**src/rtl/timer_ctrl_pkg.sv**
```systemverilog
// rtl/timer_ctrl_pkg.sv - shared state encodings for the timer sequencing controller
package timer_ctrl_pkg;

    localparam logic [1:0] ST_IDLE = 2'd0;
    localparam logic [1:0] ST_LOAD = 2'd1;
    localparam logic [1:0] ST_RUN  = 2'd2;
    localparam logic [1:0] ST_DONE = 2'd3;

endpackage

```
**src/rtl/timer_seq_ctrl.sv**
```systemverilog
// rtl/timer_seq_ctrl.sv - start/stop/one-shot sequencer driving an external basic timer
module timer_seq_ctrl
    import timer_ctrl_pkg::*;
#(
    parameter int timer_width      = 16,
    parameter int rep_width        = 8,
    parameter int simulation_delay = 1
) (
    input  logic                   clk,
    input  logic                   reset,
    input  logic                   sw_start,
    input  logic                   sw_stop,
    input  logic                   cfg_oneshot,
    input  logic [rep_width-1:0]   cfg_rep,
    input  logic                   cfg_down,
    input  logic [timer_width-1:0] cfg_prescale,
    input  logic [timer_width-1:0] cfg_autoload,
    input  logic [timer_width-1:0] cfg_cnt_init,
    input  logic                   cfg_update,
    output logic                   timer_started,
    output logic                   timer_down,
    output logic [timer_width-1:0] prescale,
    output logic [timer_width-1:0] autoload,
    output logic                   timer_cnt_to_set,
    output logic [timer_width-1:0] timer_cnt_set_v,
    input  logic                   timer_expired,
    input  logic                   itr_en,
    input  logic                   itr_clr,
    output logic                   itr_pending,
    output logic                   itr_req,
    output logic                   busy,
    output logic                   done,
    output logic [rep_width-1:0]   rep_left
);

    // simulation_delay is kept for interface compatibility; it only feeds this range hook
    if (timer_width < 8 || timer_width > 32 || simulation_delay < 0) begin : g_param_range
    end

    logic [1:0]             state;
    logic                   oneshot_q;
    logic [timer_width-1:0] cnt_init_q;
    logic                   counted;

    // A stop in the same cycle wins over the expiry, so that expiry is dropped entirely
    assign counted = (state == ST_RUN) && timer_expired && !sw_stop;

    assign busy             = (state != ST_IDLE);
    assign timer_started    = (state == ST_RUN);
    assign timer_cnt_to_set = (state == ST_LOAD);
    assign done             = (state == ST_DONE);
    assign timer_cnt_set_v  = cnt_init_q;

    always_ff @(posedge clk) begin
        if (reset) begin
            state       <= ST_IDLE;
            oneshot_q   <= 1'b0;
            cnt_init_q  <= '0;
            timer_down  <= 1'b0;
            prescale    <= '0;
            autoload    <= '0;
            rep_left    <= '0;
            itr_pending <= 1'b0;
            itr_req     <= 1'b0;
        end else begin
            case (state)
                ST_IDLE: begin
                    if (sw_start && !sw_stop) begin
                        timer_down <= cfg_down;
                        prescale   <= cfg_prescale;
                        autoload   <= cfg_autoload;
                        cnt_init_q <= cfg_cnt_init;
                        oneshot_q  <= cfg_oneshot;
                        rep_left   <= cfg_rep;
                        state      <= ST_LOAD;
                    end
                end
                ST_LOAD: state <= ST_RUN;
                ST_RUN: begin
                    if (cfg_update) begin
                        prescale <= cfg_prescale;
                        autoload <= cfg_autoload;
                    end
                    if (sw_stop) begin
                        state <= ST_IDLE;
                    end else if (counted && oneshot_q) begin
                        if (rep_left != '0) begin
                            rep_left <= rep_left - rep_width'(1);
                        end else begin
                            state <= ST_DONE;
                        end
                    end
                end
                default: state <= ST_IDLE;
            endcase

            if (counted) begin
                itr_pending <= 1'b1;
            end else if (itr_clr) begin
                itr_pending <= 1'b0;
            end
            itr_req <= counted && itr_en;
        end
    end

endmodule
```
**config.mk**
```make
export PLATFORM = sky130hd
export DESIGN_NAME = timer_seq_ctrl
export DESIGN_NICKNAME = d
export VERILOG_FILES = /design/src/rtl/timer_ctrl_pkg.sv /design/src/rtl/timer_seq_ctrl.sv
export SDC_FILE = /design/constraint.sdc
export NUM_CORES = 1
export LEC_CHECK = 0
export CAP_MARGIN = 15
export CORE_MARGIN = 5
export CORE_UTILIZATION = 39
export CTS_CLUSTER_DIAMETER = 100
export DETAILED_ROUTE_END_ITERATION = 16
export PLACE_DENSITY_LB_ADDON = 0.08
export SETUP_SLACK_MARGIN = 0.15
export SLEW_MARGIN = 20
export SYNTH_ARGS = -nofsm -noshare
export SYNTH_HDL_FRONTEND = slang
export SYNTH_SLANG_ARGS = --single-unit
```
**constraint.sdc**
```tcl
create_clock -name clk -period 2.5 [get_ports clk]
set_clock_uncertainty 0.2 [all_clocks]
set_input_delay 0.25 -clock clk [delete_from_list [all_inputs] [get_ports clk]]
set_output_delay 0.25 -clock clk [all_outputs]
set_load 0.05 [all_outputs]
```
==> results of run 1 <==
## layout make-up
type	count	area (um2)
clock buffer	12	155
clock inverter	4	45.0
multi-input combinational	225	1100
timing repair buffer	135	1340
tap	75	93.8
fill	515	2010
inverter	3	11.3
sequential	62	1240
## state kept, by name (all words and copies together) (netlist names)
register / flops
prescale: 16
timer_cnt_set_v: 16
oneshot_q: 1
state: 2
rep_left: 8
autoload: 16
timer_down: 1
itr_pending: 1
itr_req: 1
## path summary, 6_finish.rpt
| check | slack, ns | endpoint | startpoint |
|---|---|---|---|
| setup reg to reg | 0.59 | rep_left[0] | state[0] |
| setup / recovery | 0.27 | timer_cnt_to_set | state[0] |
| hold / removal | 0.21 | rep_left[2] | reset |
| hold reg to reg | 0.25 | autoload[10] | autoload[10] |
## cells by family after synthesis
family,after synthesis,share of synthesized area [%]
compound gates,80,18.3
fa+ha+maj,2,1.03
buf+inv,22,4.01
flops,62,51.1
simple gates,143,25.6
## metal layers
| metal | wire length, um | vias to the layer above | part of all wire [%] |
|---|---|---|---|
| li1 | - | 1277 | - |
| met5 | 0 | - | 0 |
| met2 | 3350 | 80 | 48 |
| met3 | 660 | 10 | 9.4 |
| met4 | 92 | 0 | 1.3 |
| met1 | 2880 | 1116 | 41 |
## where the power goes
part / switching [W] / total [W] / internal [W]
registers: 0.0000320 / 0.00107 / 0.00104
clock network: 0.000370 / 0.000881 / 0.000510
logic: 0.000331 / 0.000567 / 0.000236
total: 0.000734 / 0.00252 / 0.00178
## cell usage after synthesis (all sizes together)
cell	number	share of area, %
inv	3	0.46
nand3	5	1.2
nor2	9	1.5
nor2b	2	0.51
and3	3	0.77
dfxtp	62	51
nor4	2	1.1
nor3	3	0.62
buf	7	1.7
a21oi	66	14
or3	1	0.26
a32oi	1	0.36
a21o	3	0.93
nand2	107	17
and2	2	0.51
ha	2	1.0
clkbuf	12	1.9
nor3b	2	0.62
a211oi	2	0.62
or2	4	1.0
o21ai	6	1.2
nand4b	1	0.36
a31oi	2	1.1
nand2b	2	0.51
## stage by stage
| stage | cells | setup slack [ns] | hold WS [ns] | power (W) |
|---|---|---|---|---|
| 3_5_place_dp | 500 | 0.276 | 0.242 | 0.00166 |
| 4_1_cts | 516 | 0.245 | 0.210 | 0.00255 |
| 3_3_place_gp | 500 | 0.378 | 0.237 | 0.00166 |
| 6_report | 516 | 0.273 | 0.212 | 0.00252 |
| 2_1_floorplan | 309 | 0.487 | 0.129 | 0.00142 |
| 5_1_grt | 516 | 0.207 | 0.235 | 0.00264 |
## critical path, delay by kind of cell (launching register included)
kind,cells,cell delay [ns]
and+or+nand+nor,1,0.21
buffers and inverters,1,0.84
DFF,1,0.40
==> results_dict.tcl, run 1 <==
set metrics [dict create \
    pwr_density_cell_nw_per_um2 632 \
    gr-usage-met2_pct 29.3 \
    critical-path-max-stage-delay_ns 0.84 \
    setup_total_negative_slack_ns 0 \
    rsz0062_at_grt "no" \
    timing.hold.worst.class "in -> reg" \
    dieHeight_um 89.0 \
    layout.cells.most_common_list "sky130_fd_sc_hd__clkdlybuf4s50_1 (126), sky130_fd_sc_hd__nand2_1 (107), sky130_fd_sc_hd__a21oi_1 (62), sky130_fd_sc_hd__dfxtp_1 (62), sky130_fd_sc_hd__clkbuf_8 (11)" \
    finalCoreUtilization_pct 66.5 \
    outcome "complete, no violations" \
    path_cells "nor2b_1, clkdlybuf4s50_1" \
    first_pass_grt_wire_length_mm 11.0 \
    drive_above_1_share_pct 7.71 \
    finalSetupViolations 0 \
    grt_util_met3_pct 5.25 \
    area_growth_pct 63.8 \
    vdd_drop_max_mv 0.433 \
    tritoncts "yes" \
    cp_slowest_cell "sky130_fd_sc_hd__clkdlybuf4s50_1" \
    min_period_ns 2.23 \
    cts_sinks 62 \
    synthesis.area_um2 2430 \
    mostFrequentLayoutCell "sky130_fd_sc_hd__clkdlybuf4s50_1" \
    maxSlewViolCount 0 \
    timing.max_cap.violations 0 \
    grt_antenna_before_repair 0 \
    timing_worst_slew_pin_value_ns 0.574 \
    cp.arrival_ns 1.78 \
    detail_route.wirelength_mm 6.99 \
    layout.cell_area.non_filler_um2 3980 \
    worstSetupPathType "reg -> out" \
    antenna_violating_nets_post_route 0 \
    die-area_um2 7910 \
    avgSynthCellArea_um2 7.87 \
    post_cts_hold_buffer_count 0 \
    hold-path-cell-count 2 \
    place.port_buffers 128 \
    hold_viol_final 0 \
    yosys_register_bits 62 \
    first_pass_iters 4 \
    row_count 28 \
    vias 2483 \
    drt_iter0_markers 113 \
    clock_tree.root_cell "sky130_fd_sc_hd__clkbuf_8" \
    io_pins 129 \
    clk_latency_ns 0.33 \
    layout_worst_path_cycle_share_pct 89.1 \
    static-leakage-power_nw 1.46 \
    cts.path.max_buffers 2 \
    dpl_cell_area_um2 3780 \
    drc 0 \
    ys_warn_count 0 \
    first_global_vias 2293 \
    grt-ovfl-total 0 \
    worst_slew_margin_rel_pct 61.7 \
    cts_made_buffers 9 \
    cts.htree.levels 3 \
    reg2regPathDepth 5 \
    grt_max_degree 38 \
    grtUsageTotal_pct 17.9 \
    synth_cell_types 32 \
    groute.layer.met1.usage_pct 22.2 \
    clock.fmax_ghz 0.449 \
    worstSetupStartpointType "flip-flop" \
    floorplan.die.width_um 89.0 \
    clk_pin_slew_ns 0.06 \
    total_nets_after_synthesis 377 \
    antennaDiodeCount 0 \
    worstPathMaxFanout 6 \
    core-area_um2 5990 \
    postCtsSetupBuffers 0 \
    viasPerCell 4.81 \
    wl_per_cell_um 13.5 \
    post_synthesis_instance_total 309 \
    synth_sequential_area_ratio_pct 51.1 \
    final_nets 504 \
    place_hpwl_mm 5.03 \
    grt.busiest_layer "met2" \
    gpl.final_weighted_congestion 0.749 \
    post_cts_resize_count 0 \
    starting_density_of_the_core_pct 40.6 \
    timing.critical_path.to_type "primary output" \
    worstPathRequired_ns 2.05 \
]
Note: power is estimated with default switching activity, not from simulation.
==> run 2, diff against run 1 <==
--- a/config.mk
+++ b/config.mk
@@ -7,9 +7,10 @@
 export LEC_CHECK = 0
 export CAP_MARGIN = 15
 export CORE_MARGIN = 5
-export CORE_UTILIZATION = 39
+export CORE_UTILIZATION = 47
 export CTS_CLUSTER_DIAMETER = 100
 export DETAILED_ROUTE_END_ITERATION = 16
+export DONT_BUFFER_PORTS = 1
 export PLACE_DENSITY_LB_ADDON = 0.08
 export SETUP_SLACK_MARGIN = 0.15
 export SLEW_MARGIN = 20
==> run 2 against run 1 <==
  * Hold slack got worse by 0.19 ns
  * Via count decreased by 7.2%
  * Highest routed layer unchanged
  * Clock-buffer cell count increased by 1
  * Power decreased by 4.8%
  * Critical path type is now in -> reg
==> results_dict.tcl, run 2 (synthesized netlist as in run 1, its figures left out) <==
set metrics [dict create \
    outcome "complete, no violations" \
    groute.layer.met1.usage_pct 21.9 \
    first_pass_grt_wire_length_mm 10.5 \
    postCtsSetupBuffers 0 \
    core-area_um2 5070 \
    floorplan.die.width_um 81.9 \
    grt_max_degree 63 \
    clkPwrFrac_pct 36.0 \
    rsz0062_at_grt "no" \
    vias 2304 \
    min_period_ns 1.98 \
    critical-path-max-stage-delay_ns 0.57 \
    numPlacedInstances 374 \
    cts_sinks 62 \
    grt_antenna_before_repair 0 \
    starting_density_of_the_core_pct 47.9 \
    setup.reg_to_reg.worst_slack_ns 0.57 \
    drc 0 \
    wl_per_cell_um 15.1 \
    detail_route.wirelength_mm 6.80 \
    p_int_w 0.00168 \
    row_count 26 \
    first_global_vias 2229 \
    cts.htree.levels 3 \
    p_switching_w 0.000712 \
    place_hpwl_mm 4.35 \
    clk_pin_slew_ns 0.06 \
    worst_slew_margin_rel_pct 59.4 \
    worstPathMaxFanout 16 \
    grt_util_met3_pct 9.87 \
    antenna_violating_nets_post_route 0 \
    grt.busiest_layer "met2" \
    grt-ovfl-total 0 \
    finalCoreUtilization_pct 66.2 \
    tritoncts "yes" \
    p_sw_share_pct 29.7 \
    viasPerCell 5.13 \
    mostFrequentLayoutCell "sky130_fd_sc_hd__nand2_1" \
    drive_above_1_share_pct 9.76 \
    combPwrFrac_pct 12.9 \
    die-area_um2 6710 \
    final_nets 444 \
    totalPowerFinal_w 0.00240 \
    hold_viol_final 0 \
    path_cells "dlygate4sd3_1, nor2_2, and2_1, buf_4, a31oi_4, or3_1, a31oi_1" \
    layout_setup_ws_ns 0.523 \
    gpl.final_weighted_congestion 0.702 \
    timing_worst_slew_pin_value_ns 0.609 \
    worstSetupPathType "in -> reg" \
    place.port_buffers 0 \
    cts_made_buffers 9 \
    timing.hold.worst.class "in -> reg" \
    io_pins 129 \
    pwr_density_cell_nw_per_um2 714 \
    clk_latency_ns 0.33 \
    setup_total_negative_slack_ns 0 \
    antennaDiodeCount 0 \
    timing.max_cap.violations 0 \
    static-leakage-power_nw 1.27 \
    finalSetupViolations 0 \
    cp_slowest_cell "sky130_fd_sc_hd__dlygate4sd3_1" \
    worstPathRequired_ns 2.56 \
    drt_iter0_markers 122 \
    worstSetupStartpointType "primary input" \
    first_pass_iters 6 \
    cts.path.max_buffers 2 \
    maxSlewViolCount 0 \
    fin_cells 449 \
    vdd_drop_max_mv 0.400 \
    layout.cells.most_common_list "sky130_fd_sc_hd__nand2_1 (107), sky130_fd_sc_hd__a21oi_1 (62), sky130_fd_sc_hd__dfxtp_1 (62)" \
    clock_tree.root_cell "sky130_fd_sc_hd__clkbuf_8" \
    cp.arrival_ns 2.03 \
    dieHeight_um 81.9 \
    gr-usage-met2_pct 35.0 \
    area_growth_pct 38.1 \
    pwr-share-seq_pct 51.0 \
    layout_worst_path_cycle_share_pct 79.1 \
    pre_cts_ws_ns 0.572 \
    grtUsageTotal_pct 20.7 \
    timing.critical_path.to_type "flip-flop" \
    clock.fmax_ghz 0.506 \
]
## run 2: timing repair
action | CTS | global route
endpoints found under the hold margin | 62 | 0
resized for setup | 0 | 0
hold buffers | 61 | 0
## run 2: layer usage
metal  routed length [um]  part of all wire [%]
met5                    0                     0
met4                   89                   1.3
met3                  759                    11
met2                 3300                    48
met1                 2650                    39
## run 2: area by class of cell
type / instances / area [um2]
flip-flops and latches: 62 / 1240
clock inverters: 1 / 30.0
fillers: 441 / 1720
well taps: 70 / 87.6
multi-input cells: 225 / 1100
inverters: 3 / 11.3
repair buffers: 75 / 733
clock buffers: 13 / 159
## run 2: final timing paths
check | start | to | cells past startpoint
worst max register to register | rep_left[6] | rep_left[0] | 5
worst min register to register | oneshot_q | oneshot_q | 2
worst min-delay path | cfg_rep[3] | rep_left[3] | 3
worst max-delay path | sw_stop | rep_left[0] | 7
## run 2: power groups by stage
stage / Sequential (W) / Combinational [W] / Clock, W
global placement: 0.00124 / 0.000213 / 0
detailed placement: 0.00125 / 0.000216 / 0
global route: 0.00123 / 0.000343 / 0.000924
CTS: 0.00122 / 0.000310 / 0.000877
floorplan: 0.00126 / 0.000162 / 0
finish: 0.00122 / 0.000310 / 0.000864
## run 2: stage by stage
| stage | cell area, um2 | hold WS, ns |
|---|---|---|
| after floorplan | 2430 | 0.129 |
| after global placement | 2540 | 0.122 |
| after detailed placement | 2540 | 0.123 |
| after CTS | 3360 | 0.00986 |
| after global routing | 3360 | 0.0289 |
| final | 3360 | 0.0189 |
## run 2: worst max-delay path, delay by kind of cell
family / cells / cell delay, ns
buffers and inverters: 2 / 0.76
AOI/OAI and AO/OA: 2 / 0.25
and+or+nand+nor: 3 / 0.77
==> run 3, diff against run 2 <==
==> constraint.sdc (replaced) <==
create_clock -name clk -period 1.6 [get_ports clk]
set_clock_uncertainty 0.2 [all_clocks]
set_input_delay 0.16 -clock clk [delete_from_list [all_inputs] [get_ports clk]]
set_output_delay 0.16 -clock clk [all_outputs]
set_load 0.05 [all_outputs]
==> run 3 against run 2 <==
  * The flow now finishes with violations (hold timing, setup timing)
  * Utilization rose by 9.1 points
  * Cell area rose by 14%
  * Die area did not move
  * Wire length rose by 18%
  * Hold slack got worse by 0.34 ns
  * Combinational power rose to 2.9 times the previous value
  * Sequential share of layout area fell by 4.0 points
  * Global-route usage fell by 0.89 points
  * Non-clock buffer count rose by 15
  * Via count rose by 5.6%
  * Largest cell class is now multi-input gates
==> results_dict.tcl, run 3 (synthesized netlist as in run 1, its figures left out) <==
set metrics [dict create \
    outcome "finished with violations" \
    failed_checks "hold timing, setup timing" \
    timing.hold.ws_ns -0.319 \
    layout_setup_ws_ns -0.0885 \
    starting_density_of_the_core_pct 47.9 \
    drt_iter0_markers 97 \
    clock.fmax_ghz 0.592 \
    finalCoreUtilization_pct 75.3 \
    cts.htree.levels 3 \
    grt_antenna_before_repair 0 \
    grt_util_met3_pct 8.66 \
    layout.cell_area.non_filler_um2 3820 \
    worstPathMaxFanout 16 \
    cts_made_buffers 9 \
    hold_viol_final 62 \
    antenna_violating_nets_post_route 0 \
    floorplan.die.width_um 81.9 \
    area_growth_pct 57.2 \
    final_nets 459 \
    maxSlewViolCount 0 \
    vias 2432 \
    static-leakage-power_nw 1.55 \
    min_period_ns 1.69 \
    clk_pin_slew_ns 0.07 \
    numPlacedInstances 436 \
    setup_total_negative_slack_ns -1.17 \
    tritoncts "yes" \
    antennaDiodeCount 0 \
    worst_r2r_endpoint "prescale[13]" \
    viasPerCell 5.24 \
    first_pass_iters 4 \
    layout.cells.most_common_list "sky130_fd_sc_hd__nand2_1 (86), sky130_fd_sc_hd__buf_4 (73), sky130_fd_sc_hd__dfxtp_1 (54)" \
    post_cts_hold_buffer_count 1 \
    pwr_density_cell_nw_per_um2 1020 \
    min_to "prescale[3]" \
    rsz0062_at_grt "yes" \
    fin_cells 464 \
    timing.critical_path.to_type "flip-flop" \
    drive_above_1_share_pct 46.7 \
    grtUsageTotal_pct 19.8 \
    groute.layer.met1.usage_pct 21.7 \
    reg2regPathDepth 7 \
    wl_per_cell_um 17.3 \
    worstSetupStartpointType "flip-flop" \
    hold_path_startpoint "reset" \
    place_hpwl_mm 4.65 \
    worst_slew_margin_rel_pct 61.7 \
    first_pass_grt_wire_length_mm 9.94 \
    timing.hold.worst.class "in -> reg" \
    setup.reg_to_reg.worst_slack_ns -0.09 \
    core-area_um2 5070 \
    timing.max_cap.violations 0 \
    dpl_cell_area_um2 3100 \
    cp.arrival_ns 1.74 \
    clock_tree.root_cell "sky130_fd_sc_hd__clkbuf_8" \
    grt.busiest_layer "met2" \
    first_global_vias 2104 \
    mostFrequentLayoutCell "sky130_fd_sc_hd__nand2_1" \
    hold-path-cell-count 1 \
    row_count 26 \
    worstPathRequired_ns 1.65 \
    clk_latency_ns 0.33 \
    drc 0 \
    grt-ovfl-total 0 \
    cts_sinks 62 \
    detail_route.wirelength_mm 8.02 \
    vdd_drop_max_mv 0.639 \
    layout_worst_path_cycle_share_pct 106 \
    io_pins 129 \
    worstSetupPathType "reg -> reg" \
    grt_max_degree 63 \
    place.port_buffers 0 \
    cts.path.max_buffers 2 \
    dieHeight_um 81.9 \
    gpl.final_weighted_congestion 0.754 \
    gr-usage-met2_pct 32.4 \
    crit-reg2reg-launch "state[1]" \
    timing_worst_slew_pin_value_ns 0.574 \
    die-area_um2 6710 \
    finalSetupViolations 39 \
]
==> run 3: cell types whose count changed in the layout (fill, tap and decap cells not counted), moves of 7 or more <==
cell / delta
sky130_fd_sc_hd__a21oi_2: +30
sky130_fd_sc_hd__dlygate4sd3_1: -60
sky130_fd_sc_hd__a21oi_1: -31
sky130_fd_sc_hd__nand2_4: +13
sky130_fd_sc_hd__nand2_2: +7
sky130_fd_sc_hd__dfxtp_1: -8
sky130_fd_sc_hd__buf_4: +59
sky130_fd_sc_hd__nand2_1: -21
==> run 3: how the worst max path moves through the flow <==
stage | endpoint | from
after global routing | prescale[13] | state[1]
after floorplan | rep_left[2] | rep_left[5]
final | prescale[13] | state[1]
after global placement | rep_left[2] | rep_left[5]
after CTS | rep_left[2] | rep_left[2]
after detailed placement | rep_left[2] | rep_left[5]
==> run 3: area by class of cell <==
class / instances / area, um2
Timing Repair Buffer: 90 / 847
Tap cell: 70 / 87.6
Multi-Input combinational cell: 225 / 1410
Fill cell: 390 / 1250
Inverter: 3 / 23.8
Sequential cell: 62 / 1260
Clock buffer: 14 / 194
==> run 3: worst max-delay path, stage by stage (launching register included) <==
cell                        delay [ns]
sky130_fd_sc_hd__dfxtp_4          0.36
sky130_fd_sc_hd__buf_6            0.13
sky130_fd_sc_hd__nand2b_4         0.13
sky130_fd_sc_hd__inv_12           0.08
sky130_fd_sc_hd__a21oi_4          0.27
sky130_fd_sc_hd__clkbuf_16        0.23
sky130_fd_sc_hd__nand2_1          0.06
sky130_fd_sc_hd__a21oi_1          0.16
==> run 3: what timing repair did <==
item	CTS	global route
buffers inserted	2	5
hold endpoints to repair	62	62
pin swaps	11	41
setup endpoints to repair	63	63
resized for setup	24	65
cloned	0	6
==> run 3: metal layers <==
metal  vias to the layer above  share of wire, %  wire length, um
li1                       1187                 -                -
met1                      1151                38             3060
met2                        81                52             4150
met3                        13               8.1              649
met4                         0               2.0              163
met5                         -                 0                0
==> run 3: metrics by stage <==
stage | total power [W] | setup slack [ns]
finish | 0.00390 | -0.0885
global placement | 0.00242 | -0.0440
detailed placement | 0.00243 | -0.0855
floorplan | 0.00225 | -0.204
CTS | 0.00378 | -0.0401
global route | 0.00405 | -0.187
==> run 3: where the power goes <==
group | switching (W) | leakage [nW] | total [W] | internal [W]
clock network | 0.000565 | 0.0998 | 0.00133 | 0.000768
registers | 0.0000441 | 0.511 | 0.00166 | 0.00162
logic | 0.000574 | 0.941 | 0.000907 | 0.000333
total | 0.00118 | 1.55 | 0.00390 | 0.00272
